**src/rtl/imem_boot_ctrl.sv**
```systemverilog
// rtl/imem_boot_ctrl.sv - instruction memory boot loader: byte stream -> 32-bit words, then releases the core
module imem_boot_ctrl #(
  parameter int MEM_DEPTH = 256,
  parameter int CNT_W     = $clog2(MEM_DEPTH) + 1
) (
  input  logic             clk,
  input  logic             reset,
  input  logic             load_start,
  input  logic [CNT_W-1:0] load_words,
  input  logic             byte_valid,
  input  logic [7:0]       byte_data,
  output logic             byte_ready,
  input  logic [31:0]      fetch_addr,
  output logic [31:0]      mem_addr,
  output logic             mem_we,
  output logic [31:0]      mem_wdata,
  output logic             core_run,
  output logic             load_done
);

  typedef enum logic [1:0] {IDLE, LOAD, RUN} state_t;

  localparam logic [CNT_W-1:0] DEPTH_C  = CNT_W'(MEM_DEPTH);
  localparam logic [CNT_W-1:0] LAST_IDX = CNT_W'(MEM_DEPTH - 1);
  localparam logic [CNT_W-1:0] ONE      = CNT_W'(1);

  state_t           state;
  state_t           state_nxt;
  logic [CNT_W-1:0] words_tgt;
  logic [CNT_W-1:0] words_clamped;
  logic [CNT_W-1:0] word_cnt;
  logic [1:0]       byte_cnt;
  logic [23:0]      asm_q;
  logic             last_wr;
  logic [31:0]      wr_addr_q;
  logic [31:0]      word_addr;
  logic             accept;
  logic             start_req;

  always_comb begin
    words_clamped = (load_words > DEPTH_C) ? DEPTH_C : load_words;
    start_req     = load_start && (state != LOAD);
    accept        = byte_valid && byte_ready;
    word_addr     = {{(30 - CNT_W){1'b0}}, word_cnt, 2'b00};
  end

  // last_wr marks the write cycle of the final word; the load stops accepting then
  always_comb begin
    state_nxt  = state;
    byte_ready = 1'b0;
    core_run   = 1'b0;
    mem_addr   = mem_we ? wr_addr_q : word_addr;
    case (state)
      IDLE: begin
        if (load_start) state_nxt = (words_clamped == '0) ? RUN : LOAD;
      end
      LOAD: begin
        byte_ready = !last_wr;
        if (last_wr) state_nxt = RUN;
      end
      RUN: begin
        core_run = 1'b1;
        mem_addr = fetch_addr;
        if (load_start) state_nxt = LOAD;
      end
      default: state_nxt = IDLE;
    endcase
  end

  always_ff @(posedge clk or negedge reset) begin
    if (!reset) begin
      state     <= IDLE;
      words_tgt <= '0;
      word_cnt  <= '0;
      byte_cnt  <= '0;
      asm_q     <= '0;
      last_wr   <= 1'b0;
      wr_addr_q <= '0;
      mem_we    <= 1'b0;
      mem_wdata <= '0;
      load_done <= 1'b0;
    end else begin
      state     <= state_nxt;
      mem_we    <= 1'b0;
      load_done <= (state_nxt == RUN) && (state != RUN);
      if (start_req) begin
        words_tgt <= words_clamped;
        word_cnt  <= '0;
        byte_cnt  <= '0;
        // a zero-word reload from RUN passes through LOAD for one cycle only
        last_wr   <= (state == RUN) && (words_clamped == '0);
      end else if (state == LOAD) begin
        if (last_wr) begin
          last_wr <= 1'b0;
        end else if (accept) begin
          byte_cnt <= byte_cnt + 2'd1;
          asm_q    <= {byte_data, asm_q[23:8]};
          if (byte_cnt == 2'd3) begin
            mem_we    <= 1'b1;
            mem_wdata <= {byte_data, asm_q};
            wr_addr_q <= word_addr;
            if (word_cnt != LAST_IDX) word_cnt <= word_cnt + ONE;
            if (word_cnt == words_tgt - ONE) last_wr <= 1'b1;
          end
        end
      end
    end
  end

endmodule
```
**config.mk**
```make
export PLATFORM = sky130hd
export DESIGN_NAME = imem_boot_ctrl
export DESIGN_NICKNAME = d
export VERILOG_FILES = /design/src/rtl/imem_boot_ctrl.sv
export SDC_FILE = /design/constraint.sdc
export NUM_CORES = 1
export LEC_CHECK = 0
export CORE_UTILIZATION = 48
export DETAILED_ROUTE_END_ITERATION = 8
export PLACE_DENSITY_LB_ADDON = 0.15
export SKIP_CTS_REPAIR_TIMING = 1
export SYNTH_ARGS = -nofsm -noshare
export SYNTH_HDL_FRONTEND = slang
export SYNTH_SLANG_ARGS = --single-unit
```
**constraint.sdc**
```tcl
create_clock -name clk -period 2.2 [get_ports clk]
set_input_delay 0.44 -clock clk [delete_from_list [all_inputs] [get_ports clk]]
set_output_delay 0.44 -clock clk [all_outputs]
set_load 0.02 [all_outputs]
```
=== Yosys cells after proc, flatten, opt, wreduce, memory -nomap -nowiden ===
Cells that the tools add are included.

* Latch bits: 0
* Bits in read-only memories: 0
* Output and inout port bits: 68
* Memories: 0
* RAM bits: 0
* Input port bits: 53
* Flip-flop bits (word level): 90

* Divide/modulo/power cells: 0
* Bitwise logic cells: 2
* $mul: 0
* $add $sub $neg: 3
* Equal/unequal tests: 9
* Reductions and logical operators: 15
* Order comparisons: 1
* Shift-type cells: 0
* Multiplexer cells: 31

{| class="wikitable"
|+ Operators by type and width
! kind !! number
|-
| 9-bit two-way mux || 7
|-
| 32-bit two-way mux || 1
|-
| 2-bit two-way mux || 8
|-
| 1-bit two-way mux || 13
|-
| 11-bit two-way mux || 1
|-
| 5-bit AND reduction || 2
|-
| 9-bit by 1-bit adder with 9-bit output (second input constant) || 1
|-
| 9-bit equality test || 1
|-
| 9-bit greater-than comparator (second input constant) || 1
|-
| 9-bit logical NOT || 1
|-
| 9-bit by 8-bit inequality test with 1-bit output (second input constant) || 1
|-
| 9-bit by 1-bit subtractor with 9-bit output (second input constant) || 1
|-
| 2-bit nonzero test || 4
|-
| 2-bit equality test (second input constant) || 3
|-
| 2-bit case mux with 3 select lines || 1
|-
| 1-bit logical AND || 4
|-
| 2-bit by 1-bit inequality test with 1-bit output (second input constant) || 2
|-
| 4-bit AND reduction || 1
|-
| 3-bit AND reduction || 1
|-
| 2-bit by 1-bit adder with 2-bit output (second input constant) || 1
|-
| 2-bit by 1-bit equality test with 1-bit output (second input constant) || 1
|-
| 2-bit logical NOT || 1
|-
| 2-bit inequality test (second input constant) || 1
|-
| 1-bit inverter || 2
|-
| 1-bit logical NOT || 1
|}

=== Depth between registers and ports, before layout ===
* Depth in word-level cells: 8
* Mapped depth: 9
* Mapped depth without buffers: 9

=== Worst setup path before layout ===
Ideal clock, no wire load.

* Path kind: register -> register
* From: reg word_cnt[0]
* To: reg word_cnt[5]
* Period minus slack after synthesis: 2.032 ns
* Path buffers: 0
* Slack: 0.168 ns
* Stages on the path, launching flop included: 9
* Data arrival time: 1.954 ns
* Cell sequence: dfrtp_1 -> ha_1 -> nand3_1 -> nor2_1 -> ha_1 -> nor4_4 -> o2111ai_2 -> or3_1 -> a21oi_1

* Word-level cells in the longest chain between the ends: 7
* Elaborated cells between the ends (all ways): 10
* Those cells by class: 1 x add/sub; 1 x eq/ne; 6 x mux; 2 x reduce/logical

{| class="wikitable"
|+ RTL lines
! what !! RTL line !! RTL
|-
| start, declared || 31 || <nowiki>logic [CNT_W-1:0] word_cnt;</nowiki>
|-
| start signal, assigned || 102 || <nowiki>if (word_cnt != LAST_IDX) word_cnt <= word_cnt + ONE;</nowiki>
|-
| 9-bit by 1-bit adder with 9-bit output || 102 ||
|-
| 9-bit two-way mux || 102 ||
|-
| 9-bit two-way mux || 98 || <nowiki>if (byte_cnt == 2'd3) begin</nowiki>
|-
| 9-bit two-way mux || 95 || <nowiki>end else if (accept) begin</nowiki>
|-
| 9-bit two-way mux || 93 || <nowiki>if (last_wr) begin</nowiki>
|-
| 9-bit two-way mux || 92 || <nowiki>end else if (state == LOAD) begin</nowiki>
|-
| 9-bit two-way mux || 86 || <nowiki>if (start_req) begin</nowiki>
|}

Several ways; a longest one is shown, not always the timed one. The select of a mux whose other input is x is not followed.
A chain may end at the register's enable or synchronous reset.

=== Final worst setup path ===
* From: reg state[1]
* To: out mem_addr[3]

* Word-level cells in the longest chain between the ends: 2

{| class="wikitable"
|+ RTL lines
! what !! RTL line !! RTL
|-
| start, declared || 27 || <nowiki>state_t state;</nowiki>
|-
| start signal, assigned || 83 || <nowiki>state <= state_nxt;</nowiki>
|-
| 2-bit equality test || 53 || <nowiki>case (state)</nowiki>
|-
| 32-bit two-way mux || 53 ||
|-
| end, declared || 14 || <nowiki>output logic [31:0] mem_addr,</nowiki>
|}

Every way passes these cells.

==> results.toml <==
[worst_setup_path]
critical_path_buf_inv_count = 2
cp_top_family = "buffers and inverters"
cp.required_ps = 1760
r2r-end = "word_cnt[7]"
crit_type = "reg -> out"
reg2reg_from = "word_cnt[0]"
end_kind = "primary output"
arrival_ps = 1580
reg2reg_depth = 8
cp_slowest_cell = "dfrtp_1"
slowest_delay_ps = 410
worst_setup_path_start_kind = "flip-flop"
cp_max_fo = 43
crit_start = "state[1]"
reg2reg_slack_ps = 200
crit_chain = "nor2b_2 > buf_12 > nand2_1 > o21ai_0 > dlymetal6s2s_1"
crit_path_end = "mem_addr[3]"
crit_cells = 5

[pwr]
p_leak_nw = 3.07
ir_worst_vdd_v = 0.000879
power_density_nw_per_um2 = 1130

[grt]
grt_pass1_wl_um = 14000
antenna_found_initial = 0
globalRouteOverflowTotal = 0
grt_start_max_net_pins = 44
grtUsageTotal_pct = 20.2
grt_pass1_vias = 2953

[detailed_routing]
drc = 0
wl_um = 8810
firstDrtPassIters = 4
wire_per_inst_um = 14.8
detail_route.iter0.violations = 88
num_vias = 3057
antenna_left = 0
vias_per_cell = 5.14

[timing]
drv_slew = 0
fin_crit_ps = 2020
fin_tns_setup_ps = 0
fin_ws_ps = 181
setup_viol_count_final = 0
worstMarginPinSlew_ps = 505
fin_skew_ps = 11.2
min_period_over_period_pct = 91.8
hold_ws_ps = 31.2
hold_violations = 0
rsz0062_at_grt = "false"
slew_headroom_pct = 66.3
clock.fmax_ghz = 0.495

[final_layout]
drive_gt1_share_pct = 21.8
final_cell_mix = "90 x dfrtp_1, 85 x clkdlybuf4s50_1, 65 x mux2_2, 35 x nand2_1, 34 x dlymetal6s2s_1"
fillCellCount = 629
fin_nets = 542
multiInputGateArea_um2 = 1830
area_growth_pct = 41.1
final_cell_area_um2 = 5920
seq_area_um2 = 2250
diodes = 0
layout_commonest_cell = "dfrtp_1"

[floorplan]
die_width_um = 95.5
core_area_um2 = 8340
dieArea_um2 = 9120
num_io_pins = 121
initial_core_util_pct = 50.3
row_count = 33
die_y_um = 95.5

[placement]
place_hpwl_um = 6320
place_ws_ps = 118
portBuffers = 120
dpl_cell_area_um2 = 5610
gp_congestion = 0.813

[clock_tree]
clkTransAtPathRegs_ps = 90
clock_path_buffers = 2
cts_tree = "yes"
cts.sinks = 90
numCtsBuffers = 9
clk_latency_ps = 360
clockRootBuffer = "clkbuf_8"
htree_num_levels = 3

[yosys]
syn-instance-count = 356
ys_seq_area_share_pct = 53.7
synth_edf_count = 0
ys_warn_count = 0
avgSynthCellArea_um2 = 11.8
ys_ff_latch = 90
synthesis.nets = 413
synth_cell_types = 34
async_flop_share_pct = 100
synth_ff_type = "dfrtp_1"
syn_area_um2 = 4200

[run_status]
status = "finished clean"

[worst_hold_path]
hold_class = "in -> async"

[run]
drv_cap = 0
[kinds of logic after synthesis]
kind of cell / after synthesis / share of synthesized area [%]
mux: 76 / 20.1
compound gates: 33 / 4.44
fa+ha+maj: 4 / 1.19
xor+xnor: 17 / 3.55
flops: 90 / 53.7
buf+inv: 26 / 2.86
simple gates: 110 / 14.2
[flip-flops by register name, indices dropped and copies added, names as in the netlist]
signal	flops
mem_we	1
asm_q	24
byte_cnt	2
mem_wdata	32
word_cnt	9
load_done	1
state	2
wr_addr_q	9
last_wr	1
words_tgt	9
[worst min path at each step]
stage | depth (start not counted) | from | slack, ps | endpoint
finish | 1 | reset | 30 | asm_q[18]
global route | 1 | reset | 70 | asm_q[10]
CTS | 1 | reset | 40 | asm_q[10]
detailed placement | 1 | reset | 450 | asm_q[18]
global placement | 1 | reset | 440 | asm_q[18]
floorplan | 0 | reset | 140 | asm_q[0]
[where the power goes]
part	switching (W)	leakage, nW	internal [W]
combinational	0.00126	1.85	0.00152
sequential	0.000413	1.11	0.00229
clock	0.000631	0.112	0.000584
[Yosys cell counts, drive strengths merged (3+ instances only)]
master / number / area share [%]
nand2: 35 / 3.1
mux2i: 11 / 2.6
nand2b: 3 / 0.45
inv: 5 / 0.45
clkbuf: 12 / 1.1
o21ai: 21 / 2.5
nor2: 14 / 1.3
and2: 25 / 3.7
xor2: 9 / 1.9
mux2: 65 / 17
nand3: 5 / 0.60
nor4: 3 / 0.80
dfrtp: 90 / 54
a21oi: 8 / 0.95
ha: 4 / 1.2
buf: 9 / 1.3
nand4: 3 / 0.45
xnor2: 8 / 1.7
nor3: 6 / 0.98
nand3b: 8 / 1.4
or3: 3 / 0.45
[per-stage QoR]
stage | util [%] | std cells | power [W]
after floorplan | - | 356 | 0.00435
after detailed placement | 67.3 | 578 | 0.00554
after CTS | 69.9 | 594 | 0.00678
final | 71.0 | 595 | 0.00670
after global routing | 71.0 | 595 | 0.00710
after global placement | 67.3 | 578 | 0.00544
[final cells by class]
type                       count  share of cell area [%]
sequential                    90                    38.0
multi-input combinational    240                    30.8
timing repair buffer         139                    24.9
clock buffer                  10                    2.32
tap                          105                    2.22
clock inverter                 6                    1.33
inverter                       5                   0.317
[worst reg2reg max path: cells and delay by family, from the launching register on]
family / cells / cell delay, ps
AO/OA/AOI/OAI: 2 / 360
flip-flops: 1 / 390
AND/OR/NAND/NOR: 4 / 750
adder cells (fa/ha/maj): 2 / 440
[routing by layer]
layer | up-vias | GRT usage [%] | wire (µm)
met2 | 92 | 34.5 | 4380
met3 | 10 | 5.58 | 614
met1 | 1471 | 24.6 | 3720
li1 | 1484 | - | -
met4 | 0 | 7.09 | 93
met5 | - | 0 | 0
Note: power is estimated with default switching activity, not from simulation.
